`src/rtl/mem_stage_pkg.sv`:
```
// Shared types and constants for the memory-access stage.
// Bus structs define the field layout of the stage boundaries.
package mem_stage_pkg;

   localparam int ES2MS_WD = 173;
   localparam int MS2WS_WD = 167;
   localparam int MSFWD_WD = 39;

   localparam int LD_B  = 0;
   localparam int LD_H  = 1;
   localparam int LD_W  = 2;
   localparam int LD_BU = 3;
   localparam int LD_HU = 4;

   localparam logic [5:0] ECODE_ALE = 6'h09;

   // Field offsets of the incoming bus (LSB of each field)
   localparam int ES_PC_LSB     = 0;
   localparam int ES_ALU_LSB    = 32;
   localparam int ES_DEST_LSB   = 64;
   localparam int ES_GRWE_BIT   = 69;
   localparam int ES_RFM_BIT    = 70;
   localparam int ES_LDOP_LSB   = 71;
   localparam int ES_WMASK_LSB  = 76;
   localparam int ES_CSRNUM_LSB = 108;
   localparam int ES_CSRWE_BIT  = 122;
   localparam int ES_CSRRE_BIT  = 123;
   localparam int ES_ECODE_LSB  = 124;
   localparam int ES_WVAL_LSB   = 130;
   localparam int ES_ERTN_BIT   = 162;
   localparam int ES_EX_BIT     = 163;
   localparam int ES_ESUB_LSB   = 164;

   typedef struct packed {
      logic [8:0]  esubcode;
      logic        ex;
      logic        ertn;
      logic [31:0] csr_wvalue;
      logic [5:0]  ecode;
      logic        csr_re;
      logic        csr_we;
      logic [13:0] csr_num;
      logic [31:0] csr_wmask;
      logic [4:0]  load_op;
      logic        res_from_mem;
      logic        gr_we;
      logic [4:0]  dest;
      logic [31:0] alu_result;
      logic [31:0] pc;
   } es_to_ms_t;

   typedef struct packed {
      logic [8:0]  esubcode;
      logic        ex;
      logic        ertn;
      logic [31:0] csr_wvalue;
      logic [5:0]  ecode;
      logic        csr_re;
      logic        csr_we;
      logic [13:0] csr_num;
      logic [31:0] csr_wmask;
      logic        gr_we;
      logic [4:0]  dest;
      logic [31:0] final_result;
      logic [31:0] pc;
   } ms_to_ws_t;

endpackage

```
`src/rtl/mem_load_align.sv`:
```
// Load data alignment with sign/zero extension.
// Byte lane from the full offset, half lane from off[1].
module mem_load_align
   import mem_stage_pkg::*;
(
   input  logic [4:0]  i_load_op,
   input  logic [1:0]  i_off,
   input  logic [31:0] i_rdata,
   output logic [31:0] o_data
);

   logic [7:0]  w_byte;
   logic [15:0] w_half;

   assign w_byte = i_rdata[{i_off, 3'b000} +: 8];
   assign w_half = i_off[1] ? i_rdata[31:16] : i_rdata[15:0];

   always_comb begin
      o_data = i_rdata;
      unique case (1'b1)
         i_load_op[LD_B]:  o_data = {{24{w_byte[7]}}, w_byte};
         i_load_op[LD_H]:  o_data = {{16{w_half[15]}}, w_half};
         i_load_op[LD_W]:  o_data = i_rdata;
         i_load_op[LD_BU]: o_data = {24'h0, w_byte};
         i_load_op[LD_HU]: o_data = {16'h0, w_half};
         default:          o_data = i_rdata;
      endcase
   end

endmodule

```
`src/rtl/mem_stage.sv`:
```
// Memory-access stage: latches the execute bus, holds SRAM data under stall.
// Optional misaligned-load exception when MEM_ALE_CHECK_EN is defined.
module mem_stage
   import mem_stage_pkg::*;
#(
   parameter int ES_TO_MS_BUS_WD = ES2MS_WD,
   parameter int MS_TO_WS_BUS_WD = MS2WS_WD,
   parameter int MS_FWD_BUS_WD   = MSFWD_WD
) (
   input  logic                       clk,
   input  logic                       resetn,
   input  logic                       ws_allowin,
   output logic                       ms_allowin,
   input  logic                       es_to_ms_valid,
   input  logic [ES_TO_MS_BUS_WD-1:0] es_to_ms_bus,
   output logic                       ms_to_ws_valid,
   output logic [MS_TO_WS_BUS_WD-1:0] ms_to_ws_bus,
   output logic [MS_FWD_BUS_WD-1:0]   ms_fwd_bus,
   input  logic [31:0]                data_sram_rdata,
   input  logic                       ms_flush_pipe,
   output logic                       ms_ex
);

   es_to_ms_t   r_es;
   logic        r_valid;
   logic        r_held;
   logic [31:0] r_hold;

   logic        w_ready_go;
   logic        w_accept;
   logic [31:0] w_rdata;
   logic [31:0] w_ld;
   logic [31:0] w_result;
   logic [1:0]  w_off;
   logic        w_ale;
   logic        w_ex;
   logic        w_gr_we;
   ms_to_ws_t   w_ws;

   assign w_ready_go = 1'b1;
   assign ms_allowin = ~r_valid | (w_ready_go & ws_allowin);
   assign w_accept   = es_to_ms_valid & ms_allowin;

   always_ff @(posedge clk or negedge resetn) begin
      if (!resetn) begin
         r_valid <= 1'b0;
      end else if (ms_flush_pipe) begin
         r_valid <= 1'b0;
      end else if (ms_allowin) begin
         r_valid <= es_to_ms_valid;
      end
   end

   always_ff @(posedge clk or negedge resetn) begin
      if (!resetn) begin
         r_es <= '0;
      end else if (w_accept) begin
         r_es <= es_to_ms_t'(es_to_ms_bus);
      end
   end

   // SRAM data is only valid the first cycle; park it if WB stalls us
   always_ff @(posedge clk or negedge resetn) begin
      if (!resetn) begin
         r_held <= 1'b0;
         r_hold <= '0;
      end else if (w_accept | ms_flush_pipe) begin
         r_held <= 1'b0;
      end else if (r_valid & ~r_held & ~ws_allowin) begin
         r_held <= 1'b1;
         r_hold <= data_sram_rdata;
      end
   end

   assign w_rdata = r_held ? r_hold : data_sram_rdata;
   assign w_off   = r_es.alu_result[1:0];

   mem_load_align u_align (
      .i_load_op (r_es.load_op),
      .i_off     (w_off),
      .i_rdata   (w_rdata),
      .o_data    (w_ld)
   );

   assign w_result = r_es.res_from_mem ? w_ld : r_es.alu_result;

`ifdef MEM_ALE_CHECK_EN
   assign w_ale = r_es.res_from_mem & ~r_es.ex &
      (((r_es.load_op[LD_H] | r_es.load_op[LD_HU]) & w_off[0]) |
       (r_es.load_op[LD_W] & (|w_off)));
`else
   assign w_ale = 1'b0;
`endif

   assign w_ex    = r_es.ex | w_ale;
   assign w_gr_we = r_es.gr_we & ~w_ale;

   always_comb begin
      w_ws              = '0;
      w_ws.esubcode     = w_ale ? 9'h0 : r_es.esubcode;
      w_ws.ex           = w_ex;
      w_ws.ertn         = r_es.ertn;
      w_ws.csr_wvalue   = r_es.csr_wvalue;
      w_ws.ecode        = w_ale ? ECODE_ALE : r_es.ecode;
      w_ws.csr_re       = r_es.csr_re;
      w_ws.csr_we       = r_es.csr_we;
      w_ws.csr_num      = r_es.csr_num;
      w_ws.csr_wmask    = r_es.csr_wmask;
      w_ws.gr_we        = w_gr_we;
      w_ws.dest         = r_es.dest;
      w_ws.final_result = w_result;
      w_ws.pc           = r_es.pc;
   end

   assign ms_to_ws_bus   = w_ws;
   assign ms_to_ws_valid = r_valid & w_ready_go & ~ms_flush_pipe;
   assign ms_ex          = r_valid & (w_ex | r_es.ertn);
   assign ms_fwd_bus     = {r_es.csr_re & r_valid, r_valid & w_gr_we,
                            r_es.dest, w_result};

endmodule

```
`config.mk`:
```
export PLATFORM = sky130hd
export DESIGN_NAME = mem_stage
export DESIGN_NICKNAME = d
export VERILOG_FILES = /design/src/rtl/mem_stage_pkg.sv /design/src/rtl/mem_load_align.sv /design/src/rtl/mem_stage.sv
export SDC_FILE = /design/constraint.sdc
export NUM_CORES = 1
export LEC_CHECK = 0
export ABC_AREA = 1
export BUFFER_PORTS_ARGS = -buffer_cell sky130_fd_sc_hd__buf_2
export CELL_PAD_IN_SITES_DETAIL_PLACEMENT = 2
export CELL_PAD_IN_SITES_GLOBAL_PLACEMENT = 2
export CORE_ASPECT_RATIO = 0.6
export CORE_MARGIN = 2
export CORE_UTILIZATION = 30
export CTS_CLUSTER_DIAMETER = 40
export DETAILED_ROUTE_END_ITERATION = 8
export PLACE_DENSITY_LB_ADDON = 0.1
export SLEW_MARGIN = 10
export SYNTH_ARGS = -nofsm -noshare
export SYNTH_HDL_FRONTEND = slang
export SYNTH_SLANG_ARGS = --single-unit
export TNS_END_PERCENT = 10
```
`constraint.sdc`:
```
create_clock -name clk -period 5.3 [get_ports clk]
set_clock_uncertainty 0.05 [all_clocks]
set_input_delay 1.06 -clock clk [delete_from_list [all_inputs] [get_ports clk]]
set_output_delay 1.06 -clock clk [all_outputs]
set_load 0.005 [all_outputs]
```
Yosys cells after proc, flatten, opt, wreduce, memory -nomap -nowiden. Cells that the tools add are included.

Shift operators: 1. Muxes and demuxes: 8. Bitwise operators: 15. Reduce and logical (&&, ||, !) cells: 3.

Operators by type and width (number): 32-bit case mux with 4 select lines (1); 32-bit two-way mux (2); 32-bit by 6-bit indexed part select with 8-bit output (1); 16-bit two-way mux (1); 1-bit AND (7); 1-bit inverter (5); 1-bit two-way mux (4); 2-bit nonzero test (2); 1-bit OR (3); 2-bit AND reduction (1).

Register bits after elaboration: 207. Bits of input ports: 210. Output and inout port bits: 209. Logic and storage cells: 45.

Longest topological paths before layout. Gate-level depths: netlist of the first run.

Word-level depth: 6. Depth in mapped cells: 14. Mapped depth without buffers: 11.

Modules after synthesis. Synthesis of the first run repeated with hierarchy kept, for this count alone.

Cells, all modules: 1446. Area, all modules: 11046.8 µm².

Modules (own cells, without submodules): mem_stage (instances 1, cells an instance 1284, area an instance 10272.4 µm², seq. area each 5180.0 µm²); mem_load_align (instances 1, cells an instance 162, area an instance 774.5 µm², seq. area each 0.0 µm²).

Worst setup path after synthesis of the first run. OpenSTA, ideal clock, no wires.

Path kind: input port to output port. Start: input data_sram_rdata[31]. End: output ms_to_ws_bus[47]. Arrival time: 1.960 ns. Data required time: 4.190 ns. Setup slack: 2.230 ns. Cell stages on the path: 8. Buffers on the path: 2. Cell sequence: nand2_1 -> nand3_1 -> nand3_1 -> nand2_1 -> nand2_1 -> buf_4 -> a21oi_1 -> buf_4.

Word-level cells in the longest chain between the ends: 4.

RTL lines: from (decl) (line mem_stage.sv:19) `input logic [31:0] data_sram_rdata,`; 32-bit two-way mux (*) (line mem_stage.sv:75) `assign w_rdata = r_held ? r_hold : data_sram_rdata;`; 32-bit by 6-bit indexed part select with 8-bit output / 16-bit two-way mux (equally long branches) (line mem_load_align.sv:15, mem_load_align.sv:16); 32-bit case mux with 4 select lines (*) (line mem_load_align.sv:20) `unique case (1'b1)`; 32-bit two-way mux (*) (line mem_stage.sv:85) `assign w_result = r_es.res_from_mem ? w_ld : r_es.alu_result;`; to (decl) (line mem_stage.sv:17) `output logic [MS_TO_WS_BUS_WD-1:0] ms_to_ws_bus,`.

Every way passes the cells marked *; elsewhere a longest branch is shown, timed or not.

Worst setup path in the final report of the first run.
Start: register r_es[32] in the netlist's numbering. End: output ms_to_ws_bus[43].

Word-level cells in the longest chain between the ends: 3.

RTL lines: from (decl) (line mem_stage.sv:24) `es_to_ms_t r_es;`; from (signal assigned) (line mem_stage.sv:58) `r_es <= es_to_ms_t'(es_to_ms_bus);`; 32-bit by 6-bit indexed part select with 8-bit output (line mem_load_align.sv:15) `assign w_byte = i_rdata[{i_off, 3'b000} +: 8];`; 32-bit case mux with 4 select lines (line mem_load_align.sv:20); 32-bit two-way mux (line mem_stage.sv:85).

No other way between the ends.

==> impl_metrics.tcl, run 1 <==
set metrics [dict create \
    ctsLongestPathBuffers 3 \
    hpwl_um 26300 \
    cts_tree "built" \
    numPortBuffers 417 \
    overflow 0 \
    numClockSinks 206 \
    ctsHoldBuffers 0 \
    post_cts_buffers 0 \
    timing.final.crit_share_pct 79.0 \
    grt_start_max_net_pins 103 \
    outcome "completed" \
    cts_made_buffers 37 \
    vias 8087 \
    cap_violations 0 \
    tightest_slew_ns 0.894 \
    htreeDepth 2 \
    placed_area_sq_um 12000 \
    ios 419 \
    ir_drop_uv 189 \
    vias_per_cell 4.53 \
    initial_core_util_pct 30.6 \
    crit_type "flop to primary output" \
    syn_to_final_growth_pct 23.1 \
    root_buffer "clkbuf_16" \
    drtIter0Drc 295 \
    clock_latency_ns 0.51 \
    grt.total_usage_pct 19.0 \
    clk_pin_slew_ns 0.05 \
    min_path_type "flop to flop" \
    drive_above_1_share_pct 46.5 \
    critPathArrivalTime_ns 3.08 \
    avgSynthCellArea_sq_um 10.4 \
    hold_violations 0 \
    worst_setup_path_end_kind "primary output" \
    power.density_nw_per_um2 417 \
    leakage_nw 6.68 \
    firstDrtPassIters 6 \
    ctsResizeCount 0 \
    min_to "r_es[49]" \
    hold_depth 1 \
    path_max_fanout 20 \
    finalMaxSlewViolations 0 \
    yosys_warnings 0 \
    synth_cells 1040 \
    slew-limit-headroom_pct 40.2 \
    crit_path_start_kind "flop" \
    finalInstanceArea_sq_um 13300 \
    synth_cell_types 25 \
    die_x_um 249 \
    worstRegToRegCells 5 \
    rrSetupSlack_ns 2.82 \
    antenna_found_initial 7 \
    rsz0062_at_grt "false" \
    drc 0 \
    die-area_sq_um 37600 \
    grt_pass1_wl_um 54300 \
    setup.worst_path.start "r_es[32]" \
    core.rowCount 53 \
    ys_ff_latch 206 \
    gp_congestion 0.763 \
    core_sq_um 35300 \
    required_ns 4.19 \
    synth_nets 1250 \
    final.setup.tns_ns 0 \
    fmax_mhz 239 \
    postRouteAntennaNets 0 \
    routed_wl_um 35600 \
    r2r_end "ms_to_ws_bus[13]" \
    timing.rr.start "r_valid" \
    synth_area_sq_um 10800 \
    ys_seq_area_share_pct 47.7 \
    grt_pass1_vias 8788 \
    setup_viol 0 \
    num-nets-final 1498 \
    avgRoutedWirePerCell_um 19.9 \
    die_y_um 151 \
    min_from "r_es[49]" \
    final.min_clock_period_ns 4.19 \
]
==> Yosys cell counts (all sizes together) <==
cell | number | area, sq um
or2 | 17 | 106
nor2 | 40 | 150
buf | 215 | 1610
clkbuf | 8 | 30.0
nand3 | 64 | 320
o21bai | 2 | 15.0
mux2 | 197 | 2220
clkinv | 1 | 3.75
dfrtp | 206 | 5150
a31oi | 7 | 43.8
inv | 36 | 135
o21ai | 14 | 70.1
nand2 | 190 | 729
a21oi | 39 | 195
and2 | 4 | 25.0
==> where the power goes <==
part           total (mW)  leakage, nW  switching [mW]  internal, mW
registers            1.93         2.42           0.120          1.81
logic                1.06         3.63           0.565         0.498
clock network        2.55        0.628           0.848          1.70
total                5.55         6.68            1.53          4.01
==> per-layer routing <==
metal	global-route usage, %	vias up	share of wire [%]
met5	0	-	0.093
met4	4.16	6	1.3
met3	5.05	41	6.5
met2	30.5	212	46
met1	25.9	4066	46
li1	-	3762	-
==> worst max-delay path: stages (launching register included) <==
cell and delay [ns]:
dfrtp_1 0.56, inv_1 0.12, buf_4 0.29, nand3_1 0.15, nand3_1 0.11, nand2_1 0.08, nand2_1 0.54, buf_4 0.31
nand2_1 0.07, nand2_1 0.10, nand2_1 0.10, buf_2 0.14
==> metrics by stage <==
stage / utilization (%) / setup slack [ns] / std cells / power (mW) / hold slack [ns]
floorplan: - / 2.23 / 1040 / 2.74 / 0.406
global placement: 33.9 / 1.41 / 1716 / 3.01 / 0.416
detailed placement: 33.9 / 1.38 / 1716 / 3.05 / 0.425
CTS: 37.7 / 1.06 / 1782 / 5.68 / 0.436
global route: 37.7 / 0.864 / 1784 / 5.87 / 0.445
finish: 37.7 / 1.11 / 1787 / 5.55 / 0.429
==> logic make-up (layout without fill, tap and decap cells) <==
| family | after synthesis | after routing | synth area share (%) |
|---|---|---|---|
| mux | 197 | 197 | 20.5 |
| simple gates | 315 | 315 | 12.3 |
| other cells | 0 | 5 | 0 |
| compound gates | 62 | 62 | 3.00 |
| buf+inv | 260 | 535 | 16.5 |
| flops | 206 | 206 | 47.7 |
==> cell usage in the layout, fill, tap and decap left out <==
| master | instances |
|---|---|
| a21oi_1 | 39 |
| a31oi_1 | 7 |
| and2_0 | 1 |
| and2_1 | 3 |
| buf_12 | 1 |
| buf_2 | 416 |
| buf_4 | 14 |
| buf_8 | 1 |
| bufinv_16 | 7 |
| clkbuf_1 | 6 |
| clkbuf_16 | 39 |
| clkbuf_8 | 1 |
| clkinv_1 | 1 |
| clkinv_2 | 4 |
| clkinv_4 | 1 |
| clkinvlp_4 | 5 |
| dfrtp_1 | 206 |
| diode_2 | 5 |
| inv_1 | 33 |
| inv_2 | 3 |
| inv_6 | 3 |
| mux2_1 | 98 |
| mux2_2 | 99 |
| nand2_1 | 189 |
| nand2_8 | 1 |
| nand3_1 | 64 |
| nor2_1 | 39 |
| nor2_2 | 1 |
| o21ai_0 | 13 |
| o21ai_1 | 1 |
| o21bai_1 | 2 |
| or2_1 | 1 |
| or2_2 | 16 |
==> final cells by class <==
class	instances	area (sq um)
antenna	5	12.5
clock inverter	20	303
fill	3843	22000
clock buffer	46	1010
tap	467	584
multi-input combinational	574	3880
inverter	37	139
timing repair buffer	432	2220
sequential	206	5150
==> worst max-delay path by stage <==
stage,end,slack [ns],cells past startpoint
after floorplan,ms_to_ws_bus[47],2.23,8
after global placement,ms_fwd_bus[31],1.41,8
after detailed placement,ms_to_ws_bus[63],1.38,8
after CTS,ms_fwd_bus[11],1.06,11
after global routing,ms_to_ws_bus[43],0.86,11
final,ms_to_ws_bus[43],1.11,11
==> flip-flops by register name, summed over array words and instances (netlist names) <==
register and cells:
w_gr_we 1, w_ex 1, r_hold 32, ms_to_ws_bus 128
r_es 37, ms_fwd_bus 5, r_held 1, r_valid 1
Note: power is estimated with default switching activity, not from simulation.
==> inputs of run 2 (changes only) <==
--- a/config.mk
+++ b/config.mk
@@ -5,13 +5,13 @@
 export SDC_FILE = /design/constraint.sdc
 export NUM_CORES = 1
 export LEC_CHECK = 0
-export ABC_AREA = 1
+export ABC_AREA = 0
 export BUFFER_PORTS_ARGS = -buffer_cell sky130_fd_sc_hd__buf_2
 export CELL_PAD_IN_SITES_DETAIL_PLACEMENT = 2
 export CELL_PAD_IN_SITES_GLOBAL_PLACEMENT = 2
 export CORE_ASPECT_RATIO = 0.6
 export CORE_MARGIN = 2
-export CORE_UTILIZATION = 30
+export CORE_UTILIZATION = 28
 export CTS_CLUSTER_DIAMETER = 40
 export DETAILED_ROUTE_END_ITERATION = 8
 export PLACE_DENSITY_LB_ADDON = 0.1
==> constraint.sdc (replaced) <==
create_clock -name clk -period 3.55 [get_ports clk]
set_clock_uncertainty 0.05 [all_clocks]
set_input_delay 0.71 -clock clk [delete_from_list [all_inputs] [get_ports clk]]
set_output_delay 0.71 -clock clk [all_outputs]
set_load 0.005 [all_outputs]
==> run 2 against run 1 <==
Effect of this change: sequential cell count did not move; design area rose by 1.4%; clock-buffer cell count rose by 7; largest cell class unchanged; largest power group unchanged; global-route usage fell by 0.90 points; via count fell by 10%; highest routed layer unchanged.
==> impl_metrics.tcl, run 2 <==
set metrics [dict create \
    outcome "completed" \
    finalNonFillerCells 1628 \
    htreeDepth 2 \
    syn_to_final_growth_pct 29.1 \
    leakage_nw 6.24 \
    layout_commonest_cell "buf_2" \
    synth.most_common_cell "mux2_2" \
    num-nets-final 1301 \
    overflow 0 \
    ys_seq_area_share_pct 49.3 \
    finalMaxSlewViolations 0 \
    cts_tree "built" \
    synth_top_flop_cell "dfrtp_1" \
    synth-async-reset-ratio_pct 100 \
    grt.total_usage_pct 18.1 \
    synth_top_area_share_pct 49.3 \
    clk_pin_slew_ns 0.05 \
    required_ns 2.79 \
    die_y_um 154 \
    cap_violations 0 \
    worst_setup_path_end_kind "primary output" \
    routed_wl_um 35100 \
    initial_core_util_pct 28.6 \
    vias_per_cell 4.47 \
    path_max_fanout 7 \
    final_core_util_pct 36.9 \
    ctsHoldBuffers 0 \
    numPortBuffers 417 \
    ios 419 \
    power.density_nw_per_um2 626 \
    synthTopCellsByArea "dfrtp_1 49%, mux2_2 25%, buf_4 12%, mux4_2 2.8%, mux2i_1 1.3%" \
    grt_pass1_vias 8173 \
    die-area_sq_um 38900 \
    avgSynthCellArea_sq_um 12.8 \
    grt_start_max_net_pins 93 \
    fin_hold_ws_ns 0.114 \
    numClockSinks 206 \
    timing.final.crit_share_pct 97.7 \
    drtIter0Drc 277 \
    crit_slowest_cell "mux4_2" \
    setup.worst_path.start "r_es[33]" \
    cpPeakStageDelay_ns 0.52 \
    hold_violations 0 \
    final.min_clock_period_ns 3.47 \
    cts_made_buffers 38 \
    ctsLongestPathBuffers 3 \
    drc 0 \
    timing.rr.start "r_valid" \
    core.rowCount 54 \
    vias 7280 \
    slew-limit-headroom_pct 43.4 \
    path_cells "mux2_2 > mux4_2 > a221oi_4 > buf_6 > a21oi_1 > buf_2" \
    pre_cts_slack_ns 0.139 \
    synth_cells 815 \
    root_buffer "clkbuf_16" \
    min_path_type "input port to async pin" \
    drive_above_1_share_pct 69.3 \
    synth.largest_area_cell "dfrtp_1" \
    yosys_warnings 0 \
    antenna_found_initial 4 \
    synth_cell_types 36 \
    fin_ws_ns 0.0809 \
    hpwl_um 26300 \
    layout_common_cells "416 x buf_2, 232 x mux2_2, 204 x dfrtp_1, 41 x clkbuf_16, 27 x buf_4" \
    gp_congestion 0.738 \
    critPathArrivalTime_ns 2.71 \
    synth_edf_count 0 \
    setup_viol 0 \
    firstDrtPassIters 4 \
    cp_num_buf_inv 2 \
    synthTopCellsByCount "233 x mux2_2, 206 x dfrtp_1, 172 x buf_4" \
    postRouteAntennaNets 0 \
    die_x_um 253 \
    largest_reg_flops 128 \
    core_sq_um 36600 \
    grt_pass1_wl_um 52800 \
    synth_area_sq_um 10500 \
    crit_family "multiplexers" \
    crit_type "flop to primary output" \
    dp.cells 1554 \
    synth_nets 1025 \
    fmax_mhz 288 \
    ys_ff_latch 206 \
    clock_latency_ns 0.52 \
    crit_path_start_kind "flop" \
    tightest_slew_ns 0.849 \
    avgRoutedWirePerCell_um 21.6 \
    ir_drop_uv 315 \
    rsz0062_at_grt "true" \
]
## run 2: changes by cell type after synthesis, sizes merged, moves of 16 or more
| cell | change |
|---|---|
| or2 | -16 |
| buf | -35 |
| inv | -31 |
| nand3 | -64 |
| mux2 | +36 |
| clkbuf | +27 |
| nand2 | -171 |
## run 2: metal layers
metal  up-vias  share of wire (%)  wire length (um)  GRT usage (%)
li1       3255                  -                 -              -
met1      3765                 42             14800           23.3
met2       209                 50             17400           30.5
met3        47                6.8              2380           4.88
met4         4                1.4               496           4.09
met5         -              0.066                23              0
## run 2: cell families after synthesis
kind of cell	after synthesis	synth area share, %
AOI/OAI and AO/OA	74	4.71
muxes	261	29.5
DFF	206	49.3
and+or+nand+nor	53	2.10
buffers and inverters	221	14.4
## run 2: area by class of cell
class	instances	area, sq um
fill	3860	23100
sequential	206	5160
multi-input combinational	388	3850
timing repair buffer	451	2420
clock buffer	53	1150
tap	504	631
clock inverter	16	249
inverter	6	22.5
antenna	4	10.0
## run 2: what timing repair did
action                                  4_1_cts  5_1_grt
endpoints found under the setup margin       40       44
pin swaps                                     0        1
gates resized for setup                       2        8
setup buffers                                 1        0
## run 2: path summary, 6_finish.rpt
| check | endpoint | slack (ns) | cells after the start |
|---|---|---|---|
| max in group asynchronous | ms_to_ws_bus[10] | 2.35 | 2 |
| max reg2reg | r_es[33] | 1.29 | 4 |
| max | ms_fwd_bus[16] | 0.08 | 6 |
| min in group clk | r_valid | 0.36 | 2 |
| min reg2reg | ms_to_ws_bus[131] | 0.44 | 1 |
| min | ms_to_ws_bus[89] | 0.11 | 1 |
## run 2: power breakdown
group	internal (mW)	total, mW	leakage (nW)	switching (mW)
Sequential	2.69	2.89	2.42	0.204
Clock	2.70	3.98	0.682	1.28
Combinational	0.822	1.58	3.14	0.755
Total	6.21	8.45	6.24	2.24
## run 2: through the flow
stage | instance area (sq um) | setup TNS (ns) | total power, mW
after global placement | 12000 | 0 | 4.47
final | 13500 | 0 | 8.45
after floorplan | 10500 | 0 | 4.02
after detailed placement | 12000 | 0 | 4.52
after global routing | 13500 | -0.475 | 8.89
after CTS | 13400 | 0 | 8.61
## run 2: worst reg2reg max path, stage by stage (launching register included)
cell,delay (ns)
dfrtp_1,0.48
nand2b_1,0.26
nand2_4,0.56
buf_12,0.33
mux2_2,0.43
